$ cat src/rtl/zle_pkg.sv
// Shared definitions for the ZLE (zero run-length) codec.
//   - Sample/run/token widths and the token run-flag bit position.
//   - Decoder FSM state encodings.
//   - Token field helpers, usable by both encoder and decoder code and benches.
// Token layout: [TOK_RUN_BIT] = 1 for a zero run, 0 for a literal;
//               [W_DATA-1:0]  = literal value, or run length minus one.
package zle_pkg;

  localparam int W_DATA      = 3;
  localparam int W_RUN       = W_DATA;
  localparam int W_TOK       = W_DATA + 1;
  localparam int TOK_RUN_BIT = W_TOK - 1;

  typedef enum logic [1:0] {
    ST_EMPTY = 2'd0,   // output register empty
    ST_HOLD  = 2'd1,   // one sample presented, nothing owed after it
    ST_RUN   = 2'd2    // zero presented, more zeros owed after it
  } zle_state_e;

  function automatic logic tok_is_run(input logic [W_TOK-1:0] tok);
    return tok[TOK_RUN_BIT];
  endfunction

  function automatic logic [W_DATA-1:0] tok_arg(input logic [W_TOK-1:0] tok);
    return tok[W_DATA-1:0];
  endfunction

  function automatic logic [W_TOK-1:0] mk_lit(input logic [W_DATA-1:0] val);
    return {1'b0, val};
  endfunction

  // len_m1 is the run length minus one (0 encodes a single zero)
  function automatic logic [W_TOK-1:0] mk_run(input logic [W_RUN-1:0] len_m1);
    return {1'b1, len_m1};
  endfunction

endpackage

$ cat src/rtl/zle_dec_if.sv
// Stream bundle around the ZLE decoder.
//   i_d/i_v/i_b : token stream into the decoder (i_b is back-pressure to source)
//   o_d/o_v/o_b : sample stream out of the decoder (o_b is back-pressure from sink)
// master = the environment (token source + sample sink), slave = the decoder.
interface zle_dec_if;
  import zle_pkg::*;

  logic [W_TOK-1:0]  i_d;
  logic              i_v;
  logic              i_b;
  logic [W_DATA-1:0] o_d;
  logic              o_v;
  logic              o_b;

  modport master (
    output i_d, i_v, o_b,
    input  i_b, o_d, o_v
  );

  modport slave (
    input  i_d, i_v, o_b,
    output i_b, o_d, o_v
  );

endinterface

$ cat src/rtl/zle_dec_dp.sv
// Datapath half of the ZLE decoder.
// Ports:
//   clock, reset   : clock and synchronous active-high reset
//   accept, drain  : strobes from the FSM
//   tok_d          : incoming token
//   o_d            : registered output sample
//   f_run_rem_eq_0 : no zeros owed after the presented sample
//   f_run_rem_eq_1 : exactly one zero owed after the presented sample
module zle_dec_dp
  import zle_pkg::*;
(
  input  logic              clock,
  input  logic              reset,
  input  logic              accept,
  input  logic              drain,
  input  logic [W_TOK-1:0]  tok_d,
  output logic [W_DATA-1:0] o_d,
  output logic              f_run_rem_eq_0,
  output logic              f_run_rem_eq_1
);

  localparam logic [W_RUN-1:0] RUN_ONE = W_RUN'(1);

  logic [W_DATA-1:0] out_data_q, out_data_d;
  logic [W_RUN-1:0]  run_rem_q, run_rem_d;

  assign o_d            = out_data_q;
  assign f_run_rem_eq_0 = (run_rem_q == '0);
  assign f_run_rem_eq_1 = (run_rem_q == RUN_ONE);

  always_comb begin
    out_data_d = out_data_q;
    run_rem_d  = run_rem_q;
    if (accept) begin
      if (tok_is_run(tok_d)) begin
        out_data_d = '0;
        run_rem_d  = tok_arg(tok_d);
      end else begin
        out_data_d = tok_arg(tok_d);
        run_rem_d  = '0;
      end
    end else if (drain && !f_run_rem_eq_0) begin
      // Guarded by run_rem != 0, so the decrement never wraps.
      out_data_d = '0;
      run_rem_d  = run_rem_q - RUN_ONE;
    end
  end

  always_ff @(posedge clock) begin
    if (reset) begin
      out_data_q <= '0;
      run_rem_q  <= '0;
    end else begin
      out_data_q <= out_data_d;
      run_rem_q  <= run_rem_d;
    end
  end

endmodule

$ cat src/rtl/zle_dec_fsm.sv
// Control half of the ZLE decoder.
// Ports:
//   clock, reset      : clock and synchronous active-high reset
//   i_v, o_b          : token valid in, sample back-pressure in
//   tok_run           : current token is a zero-run token
//   tok_arg_zero      : current token argument field is zero
//   f_run_rem_eq_0/1  : run-remaining flags from the datapath
//   i_b               : token back-pressure out
//   o_v               : registered sample valid
//   accept, drain     : token transfer / sample transfer strobes for the datapath
module zle_dec_fsm
  import zle_pkg::*;
(
  input  logic clock,
  input  logic reset,
  input  logic i_v,
  input  logic o_b,
  input  logic tok_run,
  input  logic tok_arg_zero,
  input  logic f_run_rem_eq_0,
  input  logic f_run_rem_eq_1,
  output logic i_b,
  output logic o_v,
  output logic accept,
  output logic drain
);

  zle_state_e state_q;
  logic       out_full_q;

  assign o_v   = out_full_q;
  assign drain = out_full_q & ~o_b;
  // Depends only on state and o_b, so it can never loop back through i_v.
  assign i_b    = reset | ~f_run_rem_eq_0 | (out_full_q & o_b);
  assign accept = i_v & ~i_b;

  always_ff @(posedge clock) begin
    if (reset) begin
      state_q    <= ST_EMPTY;
      out_full_q <= 1'b0;
    end else if (accept) begin
      // A run token of argument 0 is a single zero: nothing owed afterwards.
      out_full_q <= 1'b1;
      state_q    <= (tok_run && !tok_arg_zero) ? ST_RUN : ST_HOLD;
    end else if (drain && (state_q == ST_RUN)) begin
      // Last owed zero moves into the output register.
      state_q <= f_run_rem_eq_1 ? ST_HOLD : ST_RUN;
    end else if (drain) begin
      out_full_q <= 1'b0;
      state_q    <= ST_EMPTY;
    end
  end

endmodule

$ cat src/rtl/zle_dec.sv
// ZLE decoder top: expands 4-bit literal / zero-run tokens into 3-bit samples.
// Ports:
//   clock : single clock, all state on the rising edge
//   reset : synchronous active-high reset
//   bus   : token input (i_d/i_v/i_b) and sample output (o_d/o_v/o_b) streams
// o_d/o_v are pure registers; accepted tokens appear on the next cycle.
module zle_dec
  import zle_pkg::*;
(
  input  logic       clock,
  input  logic       reset,
  zle_dec_if.slave   bus
);

  logic accept;
  logic drain;
  logic tok_run;
  logic tok_arg_zero;
  logic f_run_rem_eq_0;
  logic f_run_rem_eq_1;

  assign tok_run      = tok_is_run(bus.i_d);
  assign tok_arg_zero = (tok_arg(bus.i_d) == '0);

  zle_dec_fsm u_fsm (
    .clock          (clock),
    .reset          (reset),
    .i_v            (bus.i_v),
    .o_b            (bus.o_b),
    .tok_run        (tok_run),
    .tok_arg_zero   (tok_arg_zero),
    .f_run_rem_eq_0 (f_run_rem_eq_0),
    .f_run_rem_eq_1 (f_run_rem_eq_1),
    .i_b            (bus.i_b),
    .o_v            (bus.o_v),
    .accept         (accept),
    .drain          (drain)
  );

  zle_dec_dp u_dp (
    .clock          (clock),
    .reset          (reset),
    .accept         (accept),
    .drain          (drain),
    .tok_d          (bus.i_d),
    .o_d            (bus.o_d),
    .f_run_rem_eq_0 (f_run_rem_eq_0),
    .f_run_rem_eq_1 (f_run_rem_eq_1)
  );

endmodule

$ cat src/flat_wrapper.sv
// flat-port wrapper written by rule: the top's interface ports become plain ports
module zle_dec_flat import zle_pkg::*;
  (clock, reset, bus_i_d, bus_i_v, bus_o_b, bus_i_b, bus_o_d, bus_o_v);
  zle_dec_if bus_i ();
  input  logic clock;
  input  logic reset;
  input wire logic [$bits(bus_i.i_d)-1:0] bus_i_d;
  input wire logic [$bits(bus_i.i_v)-1:0] bus_i_v;
  input wire logic [$bits(bus_i.o_b)-1:0] bus_o_b;
  output wire logic [$bits(bus_i.i_b)-1:0] bus_i_b;
  output wire logic [$bits(bus_i.o_d)-1:0] bus_o_d;
  output wire logic [$bits(bus_i.o_v)-1:0] bus_o_v;
  assign bus_i.i_d = bus_i_d;
  assign bus_i.i_v = bus_i_v;
  assign bus_i.o_b = bus_o_b;
  assign bus_i_b = bus_i.i_b;
  assign bus_o_d = bus_i.o_d;
  assign bus_o_v = bus_i.o_v;
  zle_dec u_core (.clock(clock), .reset(reset), .bus(bus_i));
endmodule
$ cat config.mk
export PLATFORM = sky130hd
export DESIGN_NAME = zle_dec_flat
export DESIGN_NICKNAME = d
export VERILOG_FILES = /design/src/rtl/zle_pkg.sv /design/src/rtl/zle_dec_if.sv /design/src/rtl/zle_dec_dp.sv /design/src/rtl/zle_dec_fsm.sv /design/src/rtl/zle_dec.sv /design/src/flat_wrapper.sv
export SDC_FILE = /design/constraint.sdc
export NUM_CORES = 1
export LEC_CHECK = 0
export ABC_CLOCK_PERIOD_IN_PS = 1550
export CAP_MARGIN = 30
export CORE_MARGIN = 2
export CORE_UTILIZATION = 41
export CTS_CLUSTER_SIZE = 16
export DETAILED_ROUTE_END_ITERATION = 12
export MAX_ROUTING_LAYER = met4
export PLACE_DENSITY = 0.69
export SYNTH_ARGS = -nofsm -noshare
export SYNTH_HDL_FRONTEND = slang
export SYNTH_SLANG_ARGS = --single-unit
$ cat constraint.sdc
create_clock -name clock -period 1.55 [get_ports clock]
set_clock_uncertainty 0.2 [all_clocks]
set_input_delay 0.31 -clock clock [delete_from_list [all_inputs] [get_ports clock]]
set_output_delay 0.31 -clock clock [all_outputs]
set_load 0.02 [all_outputs]
Word level (Yosys, flattened, before mapping):

Index checks and enable logic that the tools add are counted.

* flip-flop bits (word level): 9
* latch bits: 0
* bits in writable memories: 0
* memory bits (read-only): 0
* bits of input ports: 8
* output and inout bits: 5
* word-level logic and storage cells: 41
* memories kept: 0

* add/subtract/negate cells: 1
* $mul: 0
* div/mod/pow operators: 0
* order comparisons: 0
* equality and inequality tests: 3
* shift-type cells: 0
* multiplexer cells: 14
* bitwise gates (word level): 8
* reductions and logical operators: 11

Operators with widths (number)
* $mux W3: 6
* $mux W2: 5
* $logic_not A3 Y1: 2
* $reduce_bool A2 Y1: 2
* $and A1 B1 Y1: 3
* $eq A3 B1 Y1 const B: 1
* $logic_and A1 B1 Y1: 3
* $mux W1: 3
* $not A1 Y1: 3
* $reduce_bool A3 Y1: 1
* $sub A3 B1 Y3 const B: 1
* $eq A2 B2 Y1 const B: 1
* $logic_not A1 Y1: 2
* $ne A2 B1 Y1 const B: 1
* $or A1 B1 Y1: 2
* $reduce_and A2 Y1: 1

Depth between registers and ports, before layout:

Gate-level depths: netlist of the first run.

* depth after elaboration: 8
* depth in mapped cells: 7
* gate-level depth less buffers: 6

Hierarchy:

A second synthesis of the first run with hierarchy kept.

* cells, all modules: 61
* area total of the unflattened synthesis: 551.8 um^2

Modules (own cells, without submodules)
* zle_dec_dp: times used 1, cells each 41, area each 364.1 um^2, seq. area each 120.1 um^2
* zle_dec_fsm: times used 1, cells each 19, area each 177.7 um^2, seq. area each 60.1 um^2
* zle_dec: times used 1, cells each 1, area each 10.0 um^2, seq. area each 0.0 um^2

Worst setup path after synthesis of the first run:

OpenSTA, ideal clock, no wires.

* kind: flip-flop to flip-flop
* start point: reg u_core.u_dp.run_rem_q[0]
* end point: reg u_core.u_dp.run_rem_q[1]
* setup time: 0.122 ns
* data arrival time: 1.384 ns
* data required time: 1.228 ns
* slack: -0.155 ns
* cell stages (with the launch flop): 8
* buffers on the path: 1
* cells stage by stage: dfxtp_1 inv_1 ha_1 nor2b_4 and3_1 buf_6 mux2i_1 o311a_1

* longest elaborated chain between the ends: 7
* elaborated cells on any way between the ends: 12
* classes of those cells: add/sub (1); mux (2); bitwise (5); reduce/logical (4)

RTL lines
* from (decl): RTL line zle_dec_dp.sv:25 `logic [W_RUN-1:0] run_rem_q, run_rem_d;`
* from (signal assigned): RTL line zle_dec_dp.sv:55 `run_rem_q <= run_rem_d;`
* $logic_not A3 Y1: RTL line zle_dec_dp.sv:28 `assign f_run_rem_eq_0 = (run_rem_q == '0);`
* $not A1 Y1: RTL line zle_dec_fsm.sv:34 `assign i_b = reset | ~f_run_rem_eq_0 | (out_full_q & o_b);`
* $or A1 B1 Y1 (2 in series): RTL line zle_dec_fsm.sv:34
* $not A1 Y1: RTL line zle_dec_fsm.sv:35 `assign accept = i_v & ~i_b;`
* $and A1 B1 Y1: RTL line zle_dec_fsm.sv:35
* $mux W3 or $reduce_bool A2 Y1 (tied branches)

Several ways; a longest one is shown, not always the timed one. The select of a mux whose other input is x is not followed.
A chain may end at the register's enable or synchronous reset.

Final worst setup path of the first run:

Ends and elaborated chain as after synthesis.

==> results of run 1 <==
-- stage by stage --
step | TNS [ns] | utilization, % | hold slack (ns)
2_1_floorplan | -0.108 | - | 0.249
3_3_place_gp | -3.50 | 64.5 | 0.264
3_5_place_dp | -3.66 | 64.5 | 0.273
4_1_cts | -0.509 | 67.4 | 0.283
5_1_grt | -1.15 | 68.4 | 0.309
6_report | -0.473 | 68.4 | 0.274
-- flip-flops by register name, summed over array words and instances, names as in the netlist --
| signal | count |
|---|---|
| u_core.u_dp.o_d | 3 |
| u_core.u_fsm.state_q | 2 |
| u_core.u_dp.run_rem_q | 3 |
| u_core.u_fsm.o_v | 1 |
-- cell usage after synthesis, drive strengths merged --
library cell | n | share of area (%)
and3 | 2 | 2.3
a21oi | 8 | 9.5
nand3b | 3 | 4.2
nor2b | 3 | 4.9
and2 | 1 | 1.2
o21ai | 6 | 5.6
ha | 3 | 6.9
nor3 | 2 | 1.9
dfxtp | 9 | 33
mux2i | 3 | 5.6
o311ai | 1 | 1.6
nand2b | 1 | 1.2
nand3 | 3 | 2.8
buf | 2 | 4.2
inv | 4 | 2.8
o211ai | 2 | 2.8
o311a | 1 | 1.9
xnor2 | 1 | 1.6
a32o | 1 | 1.9
o21a | 1 | 1.4
nand2 | 4 | 2.8
-- final cells by class --
type | instances | area, um^2 | share of cell area (%)
clock buffers | 4 | 26.3 | 3.03
well taps | 15 | 18.8 | 2.16
flip-flops and latches | 9 | 181 | 20.9
repair buffers | 31 | 256 | 29.5
inverters | 4 | 15.0 | 1.73
multi-input cells | 46 | 370 | 42.7
-- tightest hold or removal path: cells and delay by family (launching register included) --
| family | cells | cell delay, ns |
|---|---|---|
| AO/OA/AOI/OAI | 2 | 0.12 |
| flip-flops | 1 | 0.31 |
-- cell families after synthesis --
kind of cell    Yosys count
compound gates           20
xor+xnor                  1
fa+ha+maj                 3
buf+inv                   6
flops                     9
mux                       3
simple gates             19
-- power groups by stage --
| stage | Sequential, mW | Clock (mW) | Combinational, mW |
|---|---|---|---|
| detailed placement | 0.273 | 0 | 0.292 |
| global placement | 0.272 | 0 | 0.287 |
| finish | 0.267 | 0.192 | 0.326 |
| CTS | 0.267 | 0.195 | 0.305 |
| floorplan | 0.282 | 0 | 0.147 |
| global route | 0.270 | 0.205 | 0.350 |
-- what timing repair did --
action                     4_1_cts  5_1_grt
resized for setup               17        5
buffers inserted                 0        1
setup endpoints to repair       13       10
-- worst max path at each step --
stage	to	slack [ns]	start	cells after the start
floorplan	u_core.u_dp.run_rem_q[1]$_SDFFE_PP0P_	-0.05	u_core.u_dp.run_rem_q[0]$_SDFFE_PP0P_	7
global placement	bus_i_b	-0.52	bus_o_b	4
detailed placement	bus_i_b	-0.53	bus_o_b	4
CTS	u_core.u_dp.run_rem_q[1]$_SDFFE_PP0P_	-0.12	u_core.u_dp.run_rem_q[0]$_SDFFE_PP0P_	7
global route	u_core.u_dp.run_rem_q[2]$_SDFFE_PP0P_	-0.17	u_core.u_dp.run_rem_q[1]$_SDFFE_PP0P_	7
finish	u_core.u_dp.run_rem_q[1]$_SDFFE_PP0P_	-0.11	u_core.u_dp.run_rem_q[0]$_SDFFE_PP0P_	7
-- layer usage --
| metal | routed length, um | up-vias | GRT usage (%) | part of all wire (%) |
|---|---|---|---|---|
| met2 | 742 | 15 | 37.1 | 52 |
| met3 | 55 | 3 | 5.56 | 3.9 |
| met1 | 606 | 270 | 21.2 | 43 |
| met5 | 0 | - | - | 0 |
| li1 | - | 292 | - | - |
| met4 | 19 | 0 | 7.50 | 1.3 |
==> flow_results.org, run 1 <==
** Run status
- Run status :: complete, but fails checks
- Violated checks :: negative setup slack

** Clocking
- In this run the number of H-tree levels came out at 1.
- Clock-pin slew was measured on the worst setup and hold paths at 0.06 ns.
- The clock reaches the later pin of the worst-skew pair after 0.27 ns.
- Number of hold buffers added after cts :: 0
- Buffers inserted during clock tree synthesis total 3.
- Bufs on Longest Clock Path :: 2
- Clk Tree Root Cell :: sky130_fd_sc_hd__clkbuf_4
- TritonCTS clock tree :: done
- The tree built by TritonCTS fans out to 9 sinks.

** Yosys
- Post-Syn Nets :: 72
- The synthesized netlist occupies a cell area of 541 um^2.
- Of the total synthesized cell area, the portion taken by XOR and XNOR cells is 1.62%.
- Number of distinct library cells after synthesis :: 23
- A synthesized cell averages 8.86 um^2.
- Share of synthesized cell area in and, or, nand and nor gates :: 21.1%
- Synthesized-area fraction occupied by ao, oa, aoi and oai cells :: 24.5%
- Count of warnings emitted by yosys :: 0
- Gate count after technology mapping :: 61
- Measured against the total synthesized area, the mux share comes to 5.56%.
- Register bit count reported by yosys :: 9
- Synthesized-area fraction occupied by adder cells :: 6.94%
- After synthesis, the largest family of logic cells by area is compound AO/OA/AOI/OAI gates.
- Sequential share of the synthesized area :: 33.3%

** Routing
- Summing over every cut layer, the via total after detailed routing is 580.
- Dividing the detail-routed via count by the number of cells gives 5.32.
- Iteration-0 DRC Markers :: 9
- Wirelength per Cell :: 13.1 um
- Post-route antenna net violation count :: 0
- The first TritonRoute pass finished after 4 iterations.
- Remaining routing DRC violations :: 0
- After detailed routing, the total wire length is 1.42 mm.

** Power and ir drop
- The share of total power dissipated in combinational logic is 41.5%.
- Power comes to 785 uW.
- Total internal power :: 531 uW
- The analysis attributes to cell leakage a power of 0.372 nW.
- The clock network burns 24.4% of the power.
- Worst ir drop on vdd :: 0.486 mV
- The analysis attributes to net switching a power of 254 uW.
- Power per cell area :: 904 nW/um^2
- Sequential cell fraction of total power :: 34.0%
- In this run switching power makes up 32.4% of total power.

** Min path
- The worst hold path passes through 2 cells.
- The path with the worst hold slack has its endpoint at u_core.u_dp.o_d[0]$_SDFFE_PP0P_.
- Class of the worst hold path :: flip-flop to flip-flop
- Min-delay src :: u_core.u_dp.o_d[0]$_SDFFE_PP0P_

** STA
- Share of the clock period used by the worst path after layout :: 107%
- Setup violations remaining at the end of the flow were counted as 8.
- Pins over their slew limit :: 0
- The number of hold violations in the final report came to 0.
- At the pin with the least slew margin, the transition time is 0.295 ns.
- Measured against its own limit, the worst slew margin works out to 80.3%.
- RSZ-0062 raised after global routing :: yes
- Static timing analysis puts the maximum clock frequency at 603 MHz.
- After layout, the worst setup slack is -0.109 ns.
- Subtracting the final worst setup slack from the clock period gives 1.66 ns.

** Setup path
- The worst setup path is of the flip-flop to flip-flop kind.
- Data on the critical path arrives at its endpoint at 1.62 ns.
- Critical Path End Type :: flip-flop
- Along the worst path, the maximum fanout reaches 5.
- In this run the register-to-register setup slack is -0.11 ns.
- The signal on the critical path passes through inv_2, ha_4, nor2b_4, buf_6, and3_4, mux2i_1, o311a_1.
- Crit path max-delay cell type :: sky130_fd_sc_hd__dfxtp_2
- The startpoint identified for the worst register-to-register timing path is u_core.u_dp.run_rem_q[0]$_SDFFE_PP0P_.
- STA classifies the critical path startpoint as a flip-flop.
- Register-to-Register Path Depth :: 7
- The largest single stage delay on the critical path is 0.32 ns.
- Crit path buffers/inverters :: 2
- Reg-to-Reg End :: u_core.u_dp.run_rem_q[1]$_SDFFE_PP0P_
- The cell family contributing the most delay on the critical path is simple AND/OR/NAND/NOR gates.
- Data on the critical path is required at its endpoint by 1.51 ns.

** Die
- Area inside the core boundary :: 1270 um^2
- The die is 40.3 um tall.
- The initial utilization of the core area, before any placement, comes to 42.6%.
- The floorplan step defined a die boundary enclosing 1620 um^2.
- Horiz. Die Dim :: 40.3 um
- Pin placement for this block handled 13 I/O pins.
- In this run the core area contains 13 standard-cell rows.

** Layout
- Area of all placed cells without fillers :: 868 um^2
- The net count of the finished layout is 106.
- Counting the fill cells in the layout gives 109.
- In the final layout, the share of cells above drive strength 1 is 37.2%.
- In the layout the commonest cells are 18 x sky130_fd_sc_hd__buf_4, 8 x sky130_fd_sc_hd__dfxtp_1, 7 x sky130_fd_sc_hd__a21oi_1.
- The finished layout holds 109 standard cells, fillers aside.
- Relative area change from synthesis to final layout :: 60.6%
- Count of inserted antenna diode cells :: 0
- Most common cell after layout, fill and taps aside :: sky130_fd_sc_hd__buf_4

** GRT
- Vias in the first global route :: 492
- After global routing the overflow that remains totals 0.
- First-pass GRT wire length :: 2.07 mm
- Maximum number of pins on one net before global-route repair :: 10
- Number of antenna violations at the first check in global routing :: 0
- Global-route total usage across every layer :: 20.6%

** Job
- The tool flagged a number of max-cap violations equal to 0.

** Placed design
- Number of placed cells counting well taps :: 105
- Before CTS, the worst setup slack after placement is -0.535 ns.
- Buffers placed on the I/O ports in this run total 12.
- Placed wire-length estimate after detailed placement :: 1.07 mm
- In this run the cell area measured after placement is 818 um^2.
- The congestion estimate from routability-driven global placement came to 0.733.
No activity file was read; power rests on OpenSTA's default activity.
==> inputs of run 2 (changes only) <==
Settings changed: SLEW_MARGIN set to 10.
==> results of run 2 <==
Same layout as run 1: the final DEF is identical, and so are final timing and power.
